--- config.mk ---
export PLATFORM = sky130hd
export DESIGN_NAME = synth_control_sequencer
export DESIGN_NICKNAME = d
export VERILOG_FILES = /design/src/rtl/synth_pkg.sv /design/src/rtl/synth_write_fifo.sv /design/src/rtl/synth_control_sequencer.sv
export SDC_FILE = /design/constraint.sdc
export NUM_CORES = 1
export LEC_CHECK = 0
export ABC_AREA = 1
export BUFFER_PORTS_ARGS = -buffer_cell sky130_fd_sc_hd__buf_2
export CORE_MARGIN = 3
export CORE_UTILIZATION = 59
export CTS_CLUSTER_SIZE = 24
export DETAILED_ROUTE_END_ITERATION = 16
export PLACE_DENSITY_LB_ADDON = 0.2
export SETUP_SLACK_MARGIN = 0.02
export SLEW_MARGIN = 20
export SYNTH_ARGS = -nofsm -noshare
export SYNTH_HDL_FRONTEND = slang
export SYNTH_SLANG_ARGS = --single-unit
--- constraint.sdc ---
create_clock -name i_Clock -period 4.06 [get_ports i_Clock]
set_clock_uncertainty 0.15 [all_clocks]
set_input_delay 0.406 -clock i_Clock [delete_from_list [all_inputs] [get_ports i_Clock]]
set_output_delay 0.406 -clock i_Clock [all_outputs]
set_load 0.1 [all_outputs]
--- src/rtl/synth_pkg.sv ---
// Shared constants and types for the FM synth control front-end.
// Host addresses carry a 2-bit prefix selecting voice-operator or global space.
package synth_pkg;

  localparam logic [1:0] VOICE_OP_PREFIX = 2'b11;
  localparam logic [1:0] GLOBAL_PREFIX   = 2'b10;

  typedef enum logic [5:0] {
    PHASE_STEP    = 6'h00,
    ALGORITHM     = 6'h01,
    ATTACK_LEVEL  = 6'h02,
    SUSTAIN_LEVEL = 6'h03,
    ATTACK_RATE   = 6'h04,
    DECAY_RATE    = 6'h05,
    RELEASE_RATE  = 6'h06,
    FEEDBACK      = 6'h07,
    NOTE_ON       = 6'h10
  } param_code_t;

  typedef enum logic {
    KIND_VOICE_OP = 1'b0,
    KIND_GLOBAL   = 1'b1
  } write_kind_t;

  // For voice-op writes addr is {param[5:0], voice[4:0], op[2:0]}; for globals it is the index.
  typedef struct packed {
    write_kind_t kind;
    logic [13:0] addr;
    logic [15:0] value;
  } write_entry_t;

  localparam int ENTRY_W = $bits(write_entry_t);

  function automatic logic voiceOpInRange(input logic [7:0] target, input int numVoices,
                                          input int numOperators);
    return (int'(target[7:3]) < numVoices) && (int'(target[2:0]) < numOperators);
  endfunction

endpackage

--- src/rtl/synth_write_fifo.sv ---
// Generic synchronous FIFO with registered pointers/level and a combinational head read.
// A push while full or a pop while empty is ignored; a pop frees space only on the next cycle.
module synth_write_fifo #(
  parameter int WIDTH = 8,
  parameter int DEPTH = 16
) (
  input  logic                     i_Clock,
  input  logic                     i_Reset_n,
  input  logic                     push,
  input  logic [WIDTH-1:0]         pushData,
  input  logic                     pop,
  output logic [WIDTH-1:0]         popData,
  output logic [$clog2(DEPTH):0]   level,
  output logic                     full,
  output logic                     empty
);

  localparam int PTR_W = $clog2(DEPTH);
  localparam int LVL_W = PTR_W + 1;
  localparam logic [LVL_W-1:0] DEPTH_LVL = LVL_W'(DEPTH);

  logic [WIDTH-1:0] mem [DEPTH];
  logic [PTR_W-1:0] wrPtr;
  logic [PTR_W-1:0] rdPtr;
  logic             doPush;
  logic             doPop;

  assign full    = (level == DEPTH_LVL);
  assign empty   = (level == '0);
  assign doPush  = push && !full;
  assign doPop   = pop && !empty;
  assign popData = mem[rdPtr];

  // Storage needs no reset: the pointers and level define what is valid.
  always_ff @(posedge i_Clock) begin
    if (doPush) begin
      mem[wrPtr] <= pushData;
    end
  end

  always_ff @(posedge i_Clock or negedge i_Reset_n) begin
    if (!i_Reset_n) begin
      wrPtr <= '0;
      rdPtr <= '0;
      level <= '0;
    end else begin
      if (doPush) begin
        wrPtr <= wrPtr + PTR_W'(1);
      end
      if (doPop) begin
        rdPtr <= rdPtr + PTR_W'(1);
      end
      level <= level + LVL_W'(doPush) - LVL_W'(doPop);
    end
  end

endmodule

--- src/rtl/synth_control_sequencer.sv ---
// FM synth front-end: voice/operator slot counter plus buffered, decoded host config writes.
// Immediate mode strobes 2 cycles after an accepted write; frame mode defers to frame start; writes while full are dropped.
module synth_control_sequencer
  import synth_pkg::*;
#(
  parameter int NUM_VOICES    = 32,
  parameter int NUM_OPERATORS = 8,
  parameter int FIFO_DEPTH    = 16
) (
  input  logic                          i_Clock,
  input  logic                          i_Reset_n,
  input  logic                          i_RegisterWriteEnable,
  input  logic [15:0]                   i_RegisterWriteNumber,
  input  logic [15:0]                   i_RegisterWriteValue,
  output logic                          o_RegisterWriteReady,
  input  logic                          i_CommitMode,
  output logic [7:0]                    o_VoiceOperator,
  output logic                          o_FrameStart,
  output logic                          o_VoiceOpWriteEnable,
  output logic [5:0]                    o_VoiceOpParameter,
  output logic [7:0]                    o_VoiceOpAddress,
  output logic                          o_GlobalWriteEnable,
  output logic [13:0]                   o_GlobalAddress,
  output logic [15:0]                   o_WriteValue,
  output logic [$clog2(FIFO_DEPTH):0]   o_FifoLevel,
  output logic [7:0]                    o_DropCount
);

  localparam int LEVEL_W = $clog2(FIFO_DEPTH) + 1;
  localparam logic [4:0] LAST_VOICE = 5'(NUM_VOICES - 1);
  localparam logic [2:0] LAST_OP    = 3'(NUM_OPERATORS - 1);

  logic [4:0]         voice;
  logic [2:0]         op;
  logic               slotWrap;

  logic [1:0]         prefix;
  logic               writeValid;
  logic               pushReq;
  logic               popReq;
  logic               dropReq;
  write_entry_t       pushEntry;
  write_entry_t       headEntry;
  logic [ENTRY_W-1:0] headBits;
  logic               fifoFull;
  logic               fifoEmpty;
  logic [LEVEL_W-1:0] fifoLevel;
  logic [LEVEL_W-1:0] levelNext;
  logic [LEVEL_W-1:0] pending;

  // Voice is the inner loop, operator the outer loop.
  assign slotWrap        = (voice == LAST_VOICE) && (op == LAST_OP);
  assign o_VoiceOperator = {op, voice};

  always_ff @(posedge i_Clock or negedge i_Reset_n) begin
    if (!i_Reset_n) begin
      voice        <= '0;
      op           <= '0;
      o_FrameStart <= 1'b1;
    end else begin
      o_FrameStart <= slotWrap;
      if (voice == LAST_VOICE) begin
        voice <= '0;
        op    <= slotWrap ? 3'd0 : op + 3'd1;
      end else begin
        voice <= voice + 5'd1;
      end
    end
  end

  always_comb begin
    prefix         = i_RegisterWriteNumber[15:14];
    writeValid     = 1'b0;
    pushEntry.kind = KIND_GLOBAL;
    if (prefix == VOICE_OP_PREFIX) begin
      writeValid     = voiceOpInRange(i_RegisterWriteNumber[7:0], NUM_VOICES, NUM_OPERATORS);
      pushEntry.kind = KIND_VOICE_OP;
    end else if (prefix == GLOBAL_PREFIX) begin
      writeValid = 1'b1;
    end
    pushEntry.addr  = i_RegisterWriteNumber[13:0];
    pushEntry.value = i_RegisterWriteValue;
  end

  assign pushReq   = i_RegisterWriteEnable && writeValid && !fifoFull;
  assign dropReq   = i_RegisterWriteEnable && !pushReq;
  assign popReq    = !fifoEmpty && (!i_CommitMode || (pending != '0));
  assign levelNext = fifoLevel + LEVEL_W'(pushReq) - LEVEL_W'(popReq);
  assign headEntry = write_entry_t'(headBits);

  synth_write_fifo #(
    .WIDTH (ENTRY_W),
    .DEPTH (FIFO_DEPTH)
  ) writeFifo (
    .i_Clock   (i_Clock),
    .i_Reset_n (i_Reset_n),
    .push      (pushReq),
    .pushData  (pushEntry),
    .pop       (popReq),
    .popData   (headBits),
    .level     (fifoLevel),
    .full      (fifoFull),
    .empty     (fifoEmpty)
  );

  assign o_RegisterWriteReady = !fifoFull;
  assign o_FifoLevel          = fifoLevel;

  // The frame latch counts a push landing on the wrap edge, so it sees the post-edge level.
  always_ff @(posedge i_Clock or negedge i_Reset_n) begin
    if (!i_Reset_n) begin
      pending <= '0;
    end else if (!i_CommitMode) begin
      pending <= '0;
    end else if (slotWrap) begin
      pending <= levelNext;
    end else if (popReq) begin
      pending <= pending - LEVEL_W'(1);
    end
  end

  always_ff @(posedge i_Clock or negedge i_Reset_n) begin
    if (!i_Reset_n) begin
      o_VoiceOpWriteEnable <= 1'b0;
      o_GlobalWriteEnable  <= 1'b0;
      o_VoiceOpParameter   <= '0;
      o_VoiceOpAddress     <= '0;
      o_GlobalAddress      <= '0;
      o_WriteValue         <= '0;
    end else begin
      o_VoiceOpWriteEnable <= popReq && (headEntry.kind == KIND_VOICE_OP);
      o_GlobalWriteEnable  <= popReq && (headEntry.kind == KIND_GLOBAL);
      if (popReq) begin
        o_WriteValue <= headEntry.value;
        if (headEntry.kind == KIND_VOICE_OP) begin
          o_VoiceOpParameter <= headEntry.addr[13:8];
          o_VoiceOpAddress   <= headEntry.addr[7:0];
        end else begin
          o_GlobalAddress <= headEntry.addr;
        end
      end
    end
  end

  always_ff @(posedge i_Clock or negedge i_Reset_n) begin
    if (!i_Reset_n) begin
      o_DropCount <= '0;
    end else if (dropReq && (o_DropCount != 8'hFF)) begin
      o_DropCount <= o_DropCount + 8'd1;
    end
  end

endmodule

==> impl_metrics.env, run 1 <==
export IMPL_run_status="finished clean"
export IMPL_dpl_hpwl_mm=33.5
export IMPL_design_area_mm2=0.0263
export IMPL_numPortBuffers=104
export IMPL_start_util_pct=60.3
export IMPL_hold_ws_ns=0.0608
export IMPL_slew_viol_final=0
export IMPL_final_core_util_pct=67.5
export IMPL_max_vdd_ir_drop_mv=0.633
export IMPL_path_cells="inv_1 > ha_1 > nand4_1 > nand2_1 > inv_1 > nand2_1 > inv_1 > nand2_1 > nor2_4"
export IMPL_hold_violations=0
export IMPL_wl_per_cell_um=20.9
export IMPL_layout_drive_gt1_share_pct=11.5
export IMPL_fin_crit_sh_pct=74.7
export IMPL_synth_cell_types=32
export IMPL_synth_warnings=0
export IMPL_arrival_ns=3.09
export IMPL_hold_depth=1
export IMPL_placed_area_mm2=0.0245
export IMPL_hold_end="writeFifo.mem[15][6]"
export IMPL_path_buf_inv=3
export IMPL_syn_nets=2066
export IMPL_setup_viol=0
export IMPL_p_leak_uw=0.00998
export IMPL_wl_mm=55.7
export IMPL_netlist_area_mm2=0.0235
export IMPL_vias=15494
export IMPL_overflow=0
export IMPL_die_area_mm2=0.0423
export IMPL_async_reset_ff_share_pct=14.0
export IMPL_clk_pin_slew_ns=0.06
export IMPL_hold_buffers=2
export IMPL_num_io_pins=105
export IMPL_fp_dieH_um=206
export IMPL_antenna_found_initial=0
export IMPL_hold_class="in -> reg"
export IMPL_max_freq_ghz=0.330
export IMPL_worst_pin_slew_ns=1.10
export IMPL_drtPass1Iterations=6
export IMPL_crit_type="reg -> reg"
export IMPL_gp_congestion=0.865
export IMPL_synthToLayoutAreaGrowth_pct=11.9
export IMPL_rr_endpoint="writeFifo.mem[5][28]"
export IMPL_ant_nets=0
export IMPL_synth_seq_area_share_pct=72.0
export IMPL_routed_via_density=5.82
export IMPL_critPathTopFamily="simple AND/OR/NAND/NOR gates"
export IMPL_cts_setup_buffers=0
export IMPL_grt_max_degree=102
export IMPL_cp_end_kind="flop"
export IMPL_clock_path_buffers=3
export IMPL_max_stage_delay_ns=0.91
export IMPL_synth_avg_cell_area_um2=11.7
export IMPL_synth_top_area_share_pct=63.3
export IMPL_antennaDiodeCount=0
export IMPL_final_nets=2154
export IMPL_synth_top_area_cell="edfxtp_1"
export IMPL_cts_made_buffers=57
export IMPL_ys_ff_latch=577
export IMPL_synthFlopType="edfxtp_1"
export IMPL_cp_required_ns=4.11
export IMPL_cp_slowest_cell="nor2_4"
export IMPL_drt_initial_drc_count=1857
export IMPL_grt_pass1_vias=14914
export IMPL_ff2ff_setup_slack_ns=1.03
export IMPL_mostFrequentLayoutCells="edfxtp_1 (496), nand2_1 (430), nor2_1 (321), nand3_1 (181), o21ai_0 (129)"
export IMPL_netlist_instances=2009
export IMPL_timing_rr_start="writeFifo.level[3]"
export IMPL_synth_edff_count=496
export IMPL_cts_tree="yes"
export IMPL_hold_start="i_RegisterWriteValue[6]"
export IMPL_drv_cap=0
export IMPL_synth_area_leaders="edfxtp_1 (63%), dfrtp_1 (8.5%), nand2_1 (6.9%), nor2_1 (5.4%), nand3_1 (3.9%)"
export IMPL_rsz0062_at_grt="no"
export IMPL_crit_fanout=31
export IMPL_core_mm2=0.0390
export IMPL_row_count=72
export IMPL_grt_pass1_wl_mm=85.2
export IMPL_cts_max_level=2
export IMPL_finalNonFillerCells=2661
export IMPL_rr_worst_depth=9
export IMPL_grt_usage_pct=26.6
export IMPL_final_common_cell="edfxtp_1"
export IMPL_fin_crit_ns=3.03
export IMPL_slew_headroom_pct=26.6
export IMPL_die_x_um=206
export IMPL_drc_errors=0
export IMPL_power_density_mw_per_mm2=807
export IMPL_insertion_delay_ns=0.61
export IMPL_critPathLaunchType="flop"
export IMPL_dpl_cell_count=2554
export IMPL_root_buffer="clkbuf_16"
export IMPL_p_total_uw=21200
export IMPL_cts_num_sinks=577
export IMPL_ctsResizeCount=0
## per-layer routing
layer  GRT usage [%]  part of all wire (%)  up-vias
li1                -                     -     7131
met4            7.25                   2.2        0
met5               0                     0        -
met2            40.8                    46      732
met3            7.18                    11      101
met1            38.1                    41     7530
## how the worst max path moves through the flow
stage,to,depth (start not counted),start,slack [ns]
after detailed placement,writeFifo.mem[5][17],9,writeFifo.level[2],1.07
after global placement,writeFifo.mem[5][23],9,writeFifo.level[2],1.11
after floorplan,writeFifo.mem[0][0],9,writeFifo.level[2],-0.08
after CTS,writeFifo.mem[5][28],9,writeFifo.level[3],1.05
after global routing,o_VoiceOpParameter[0],9,writeFifo.rdPtr[0],0.84
final,writeFifo.mem[5][28],9,writeFifo.level[3],1.03
## power breakdown
group	total [uW]	switching, uW	internal, uW
logic	8740	6730	2010
clock network	4980	2120	2860
registers	7510	417	7090
## cell usage after synthesis, types with 19 or more instances
library cell,number
nand3_1,181
dfrtp_1,80
o211ai_1,48
o21ai_0,129
nand2_1,430
nor2_1,337
buf_2,28
buf_1,22
ha_1,19
o21ai_1,57
inv_1,64
clkbuf_1,32
edfxtp_1,496
## area by class of cell
type	instances	area [um2]
multi-input combinational	1254	5840
timing repair buffer	140	873
inverter	67	259
clock inverter	20	151
fill	2755	12700
sequential	577	16900
clock buffer	85	1610
tap	518	648
## flip-flops by register name, summed over array words and instances, names as in the netlist
register              flops
o_FrameStart              1
writeFifo.level           5
op                        3
writeFifo.wrPtr           4
o_VoiceOpAddress          8
o_DropCount               8
o_VoiceOpWriteEnable      1
writeFifo.mem           496
writeFifo.rdPtr           4
o_GlobalWriteEnable       1
o_VoiceOpParameter        6
voice                     5
o_WriteValue             16
pending                   5
o_GlobalAddress          14
## kinds of logic after synthesis
kind of cell | Yosys count | share of synthesized area (%)
buffers and inverters | 178 | 3.68
and+or+nand+nor | 962 | 16.6
AOI/OAI and AO/OA | 254 | 5.96
xor gates and xnor gates | 16 | 0.596
muxes | 1 | 0.0479
adders and majority gates | 21 | 1.18
DFF | 577 | 72.0
## metrics by stage
stage          setup slack [ns]  setup TNS [ns]
2_1_floorplan           -0.0815          -34.75
4_1_cts                    1.05               0
5_1_grt                   0.840               0
6_report                   1.03               0
3_3_place_gp               1.11               0
3_5_place_dp               1.07               0
No activity file was read; power rests on OpenSTA's default activity.
==> run 2, diff against run 1 <==
--- a/config.mk
+++ b/config.mk
@@ -8,7 +8,7 @@
 export ABC_AREA = 1
 export BUFFER_PORTS_ARGS = -buffer_cell sky130_fd_sc_hd__buf_2
 export CORE_MARGIN = 3
-export CORE_UTILIZATION = 59
+export CORE_UTILIZATION = 55
 export CTS_CLUSTER_SIZE = 24
 export DETAILED_ROUTE_END_ITERATION = 16
 export PLACE_DENSITY_LB_ADDON = 0.2
==> constraint.sdc (replaced) <==
create_clock -name i_Clock -period 2.5 [get_ports i_Clock]
set_clock_uncertainty 0.15 [all_clocks]
set_input_delay 0.25 -clock i_Clock [delete_from_list [all_inputs] [get_ports i_Clock]]
set_output_delay 0.25 -clock i_Clock [all_outputs]
set_load 0.1 [all_outputs]
==> impl_metrics.env, run 2 (synthesis results as in run 1) <==
export IMPL_run_status="finished clean"
export IMPL_routed_via_density=5.64
export IMPL_final_core_util_pct=65.6
export IMPL_overflow=0
export IMPL_drv_cap=0
export IMPL_final_common_cell="edfxtp_1"
export IMPL_drtPass1Iterations=5
export IMPL_final_nets=2237
export IMPL_largest_register_ffs=496
export IMPL_start_util_pct=55.9
export IMPL_numPortBuffers=104
export IMPL_cp_required_ns=2.83
export IMPL_dpl_hpwl_mm=32.8
export IMPL_fp_dieH_um=213
export IMPL_fin_crit_ns=2.49
export IMPL_max_stage_delay_ns=0.49
export IMPL_rr_worst_depth=15
export IMPL_grt_pass1_vias=15258
export IMPL_cts_made_buffers=57
export IMPL_cts_max_level=2
export IMPL_path_cells="inv_4 > ha_4 > nand4_1 > nand2_1 > inv_2 > ha_4 > inv_4 > ha_4 > inv_2 > fa_2 > nand3b_1 > nand3_1 > nand2_1 > o21ai_1 > o22ai_1"
export IMPL_gp_congestion=0.808
export IMPL_antenna_found_initial=0
export IMPL_slew_viol_final=0
export IMPL_die_area_mm2=0.0453
export IMPL_critPathLaunchType="flop"
export IMPL_worst_pin_slew_ns=0.627
export IMPL_grt_pass1_wl_mm=85.2
export IMPL_antennaDiodeCount=0
export IMPL_grt_max_degree=45
export IMPL_critPathTopFamily="adder cells"
export IMPL_crit_fanout=2
export IMPL_cp_slowest_cell="dfrtp_4"
export IMPL_dpl_cell_count=2622
export IMPL_slew_headroom_pct=58.1
export IMPL_setup_viol=0
export IMPL_vias=15625
export IMPL_hold_class="in -> async"
export IMPL_root_buffer="clkbuf_16"
export IMPL_fin_crit_sh_pct=99.8
export IMPL_wl_mm=54.9
export IMPL_core_mm2=0.0420
export IMPL_arrival_ns=2.82
export IMPL_cp_end_kind="flop"
export IMPL_layout_drive_gt1_share_pct=14.0
export IMPL_mostFrequentLayoutCells="edfxtp_1 (496), nand2_1 (429), nor2_1 (321), nand3_1 (181), o21ai_0 (127)"
export IMPL_p_leak_uw=0.0105
export IMPL_insertion_delay_ns=0.60
export IMPL_rr_endpoint="pending[4]"
export IMPL_num_io_pins=105
export IMPL_power_density_mw_per_mm2=1280
export IMPL_max_vdd_ir_drop_mv=0.898
export IMPL_max_freq_ghz=0.401
export IMPL_clock_path_buffers=3
export IMPL_wl_per_cell_um=19.8
export IMPL_grt_usage_pct=24.6
export IMPL_top_regs="writeFifo.mem x496, o_WriteValue x16, o_GlobalAddress x14"
export IMPL_drc_errors=0
export IMPL_cts_tree="yes"
export IMPL_finalNonFillerCells=2768
export IMPL_clk_pin_slew_ns=0.06
export IMPL_row_count=75
export IMPL_cts_num_sinks=577
export IMPL_synthToLayoutAreaGrowth_pct=17.3
export IMPL_ant_nets=0
export IMPL_critPathMostFrequentCell="ha_4"
export IMPL_die_x_um=213
export IMPL_timing_rr_start="writeFifo.level[3]"
export IMPL_fillCellCount=3093
export IMPL_hold_violations=0
export IMPL_path_buf_inv=4
export IMPL_rsz0062_at_grt="yes"
export IMPL_drt_initial_drc_count=1515
export IMPL_ff2ff_setup_slack_ns=0.005
export IMPL_crit_type="reg -> reg"
export IMPL_top_register="writeFifo.mem"
run 2: cell types whose count changed in the layout (fill, tap and decap cells not counted), moves of 5 or more:
cell           previous run  this run
clkbuf_8                  8         3
buf_12                    6        40
dfrtp_1                  77        72
inv_1                    63        57
buf_4                    29        45
dlygate4sd3_1             2        35
run 2: repair_timing:
item / in CTS / in global routing
endpoints found under the setup margin: 4 / 4
pin swaps: 6 / 4
hold buffers: 35 / 0
hold endpoints to repair: 571 / 0
resized for setup: 5 / 2
setup buffers: 1 / 2
run 2: cell type report:
cell class	instances	area [um2]	share of cell area, %
Clock buffer	85	1600	5.82
Clock inverter	23	184	0.667
Inverter	67	269	0.976
Multi-Input combinational cell	1254	5890	21.4
Sequential cell	577	16900	61.5
Tap cell	539	674	2.45
Timing Repair Buffer	223	2000	7.27
run 2: through the flow:
step	total power [uW]	hold WS, ns	instance area (um2)	setup TNS, ns	setup WS [ns]
2_1_floorplan	23100	-0.196	23700	-407.59	-0.888
3_3_place_gp	26800	-0.0685	25400	-0.263	-0.114
3_5_place_dp	27100	-0.0670	25400	-0.488	-0.207
4_1_cts	35400	0.0123	27600	0	0.00473
5_1_grt	37300	0.0360	27600	-0.171	-0.122
6_report	35200	0.0161	27600	0	0.00534
run 2: worst max path at each step:
| stage | from | endpoint | slack [ns] | cells past startpoint |
|---|---|---|---|---|
| floorplan | writeFifo.level[3] | pending[1] | -0.89 | 13 |
| global placement | writeFifo.level[3] | pending[4] | -0.11 | 15 |
| detailed placement | writeFifo.level[3] | writeFifo.level[4] | -0.21 | 13 |
| CTS | writeFifo.level[3] | pending[4] | 0.005 | 15 |
| global route | writeFifo.level[3] | pending[4] | -0.12 | 15 |
| finish | writeFifo.level[3] | pending[4] | 0.005 | 15 |
run 2: worst register-to-register path, stage by stage (launching register included):
cell	delay [ns]
dfrtp_4	0.49
inv_4	0.07
ha_4	0.13
nand4_1	0.07
nand2_1	0.12
inv_2	0.06
ha_4	0.21
inv_4	0.06
ha_4	0.12
inv_2	0.03
fa_2	0.33
nand3b_1	0.17
nand3_1	0.10
nand2_1	0.05
o21ai_1	0.13
o22ai_1	0.08
run 2: per-layer routing:
metal  global-route usage, %  wire length, um
met3                    4.50             4310
met1                    34.3            22800
met2                    40.3            26300
met4                    7.34             1500
met5                       0                0
run 2: report_power, final:
part	switching [uW]	internal, uW
Combinational	10900	4050
Sequential	558	11500
Clock	3420	4730
Total	14900	20300
==> run 3, diff against run 2 <==
--- a/config.mk
+++ b/config.mk
@@ -8,7 +8,7 @@
 export ABC_AREA = 1
 export BUFFER_PORTS_ARGS = -buffer_cell sky130_fd_sc_hd__buf_2
 export CORE_MARGIN = 3
-export CORE_UTILIZATION = 55
+export CORE_UTILIZATION = 59
 export CTS_CLUSTER_SIZE = 24
 export DETAILED_ROUTE_END_ITERATION = 16
 export PLACE_DENSITY_LB_ADDON = 0.2
==> constraint.sdc (replaced) <==
create_clock -name i_Clock -period 2.8 [get_ports i_Clock]
set_clock_uncertainty 0.15 [all_clocks]
set_input_delay 0.28 -clock i_Clock [delete_from_list [all_inputs] [get_ports i_Clock]]
set_output_delay 0.28 -clock i_Clock [all_outputs]
set_load 0.1 [all_outputs]
==> impl_metrics.env, run 3 (synthesis results as in run 1) <==
export IMPL_wl_per_cell_um=20.4
export IMPL_top_regs="writeFifo.mem x496, o_WriteValue x16, o_GlobalAddress x14"
export IMPL_drv_cap=0
export IMPL_die_x_um=206
export IMPL_antenna_found_initial=1
export IMPL_ant_nets=0
export IMPL_core_mm2=0.0390
export IMPL_dpl_hpwl_mm=29.4
export IMPL_hold_class="in -> async"
export IMPL_regArea_mm2=0.0169
export IMPL_crit_type="reg -> reg"
export IMPL_cp_depth=15
export IMPL_die_area_mm2=0.0423
export IMPL_top_register="writeFifo.mem"
export IMPL_ff2ff_setup_slack_ns=0.16
export IMPL_cts_num_sinks=577
export IMPL_fillCellCount=2781
export IMPL_p_switching_uw=13300
export IMPL_grt_pass1_vias=15273
export IMPL_wl_mm=55.2
export IMPL_finalNonFillerCells=2711
export IMPL_rr_endpoint="pending[4]"
export IMPL_crit_fanout=3
export IMPL_num_io_pins=105
export IMPL_hold_violations=0
export IMPL_run_status="finished clean"
export IMPL_row_count=72
export IMPL_grt_usage_pct=26.6
export IMPL_timing_rr_start="writeFifo.level[2]"
export IMPL_critPathLaunchType="flop"
export IMPL_cp_end_kind="flop"
export IMPL_cp_required_ns=3.12
export IMPL_critPathMostFrequentCell="inv_2"
export IMPL_setup_viol=0
export IMPL_p_seq_share_pct=34.5
export IMPL_grt_max_degree=123
export IMPL_drc_errors=0
export IMPL_power_density_mw_per_mm2=1150
export IMPL_cts_tree="yes"
export IMPL_cts_max_level=2
export IMPL_worst_pin_slew_ns=0.598
export IMPL_path_buf_inv=4
export IMPL_root_buffer="clkbuf_16"
export IMPL_largest_register_ffs=496
export IMPL_grt_use_met1_pct=37.5
export IMPL_max_vdd_ir_drop_mv=0.924
export IMPL_clk_pin_slew_ns=0.06
export IMPL_fin_crit_sh_pct=94.4
export IMPL_routed_via_density=5.79
export IMPL_mostFrequentLayoutCells="edfxtp_1 (496), nand2_1 (429), nor2_1 (321), nand3_1 (181), o21ai_0 (128)"
export IMPL_multiInputGateArea_mm2=0.00588
export IMPL_crit_start="writeFifo.level[2]"
export IMPL_power_frac_clock_pct=24.1
export IMPL_cp_slowest_cell="dfrtp_4"
export IMPL_fin_crit_ns=2.64
export IMPL_drt_initial_drc_count=1695
export IMPL_use_met3_pct=4.05
export IMPL_p_leak_uw=0.0103
export IMPL_synthToLayoutAreaGrowth_pct=15.4
export IMPL_grt_pass1_wl_mm=86.0
export IMPL_slew_viol_final=0
export IMPL_final_common_cell="edfxtp_1"
export IMPL_internal_power_uw=17900
export IMPL_fp_dieH_um=206
export IMPL_insertion_delay_ns=0.61
export IMPL_rsz0062_at_grt="no"
export IMPL_clock_path_buffers=3
export IMPL_start_util_pct=60.3
export IMPL_busiest_layer="met2"
export IMPL_numPortBuffers=104
export IMPL_endpoint="pending[4]"
export IMPL_drtPass1Iterations=6
export IMPL_path_cells="inv_4 > ha_4 > nand4_1 > nand2_1 > inv_2 > ha_1 > inv_2 > ha_4 > inv_2 > fa_2 > nand3b_1 > nand3_1 > nand2_1 > o21ai_2 > o22ai_1"
export IMPL_cts_made_buffers=57
export IMPL_dpl_cell_count=2566
export IMPL_max_freq_ghz=0.378
export IMPL_rr_worst_depth=15
export IMPL_critPathTopFamily="adder cells"
export IMPL_hold_ws_ns=0.0450
export IMPL_p_sw_share_pct=42.6
export IMPL_arrival_ns=2.96
export IMPL_gp_congestion=0.818
export IMPL_layout_drive_gt1_share_pct=13.1
export IMPL_overflow=0
export IMPL_power_share_combinational_pct=41.4
export IMPL_slew_headroom_pct=60.1
export IMPL_use_met2_pct=43.2
export IMPL_vias=15685
export IMPL_max_stage_delay_ns=0.49
export IMPL_final_nets=2200
==> run 3: cell count changes in the layout (fill, tap and decap cells not counted), moves of 2 or more <==
cell,delta
bufinv_16,+2
inv_2,+2
clkbuf_8,+3
buf_12,-16
clkbuf_16,-2
clkinv_1,-6
clkinv_8,+2
buf_4,-20
clkbuf_1,-8
clkinv_2,+7
==> run 3: what timing repair did <==
item / 4_1_cts / 5_1_grt
endpoints found under the hold margin: 569 / 0
resized for setup: 0 / 4
setup buffers: 0 / 1
setup endpoints to repair: 0 / 1
hold buffers: 35 / 0
==> run 3: power groups by stage <==
stage | logic (uW) | clock network (uW) | registers (uW)
finish | 12900 | 7540 | 10800
floorplan | 6900 | 0 | 13700
CTS | 12900 | 7660 | 10800
global placement | 12500 | 0 | 10900
global route | 14100 | 8020 | 10900
detailed placement | 12800 | 0 | 10900
==> run 3: worst min path at each step <==
stage               from               endpoint  slack, ns  cells past startpoint
6_report       i_Reset_n  o_VoiceOpParameter[1]       0.04                      3
5_1_grt        i_Reset_n  o_VoiceOpParameter[1]       0.06                      3
4_1_cts        i_Reset_n  o_VoiceOpParameter[1]       0.03                      3
3_5_place_dp   i_Reset_n    o_VoiceOpAddress[6]       0.06                      1
3_3_place_gp   i_Reset_n     o_GlobalAddress[9]       0.06                      1
2_1_floorplan  i_Reset_n         o_DropCount[0]      -0.17                      0
==> run 3: final cells by class <==
type / count / share of cell area, %
clock inverters: 30 / 1.11
well taps: 518 / 2.39
repair buffers: 186 / 5.62
flip-flops and latches: 577 / 62.5
multi-input cells: 1254 / 21.7
clock buffers: 78 / 5.77
diodes: 1 / 0.00922
inverters: 67 / 0.982
==> run 3: worst min-delay path, delay by kind of cell <==
family | cells | cell delay, ns
buffers and inverters | 3 | 0.87
==> run 3: through the flow <==
step	total power [uW]	utilization [%]	instance area [um2]	TNS, ns	worst slack, ns
2_1_floorplan	20600	-	23700	-252.41	-0.588
3_3_place_gp	23400	63.8	24900	0	0.153
3_5_place_dp	23700	63.8	24900	0	0.107
4_1_cts	31300	69.5	27100	0	0.0926
5_1_grt	33000	69.6	27100	0	0.00883
6_report	31200	69.6	27100	0	0.158
==> run 3: layer usage <==
layer | up-vias | part of all wire, %
li1 | 7243 | -
met1 | 7712 | 42
met2 | 635 | 48
met3 | 95 | 7.7
met4 | 0 | 2.2
met5 | - | 0
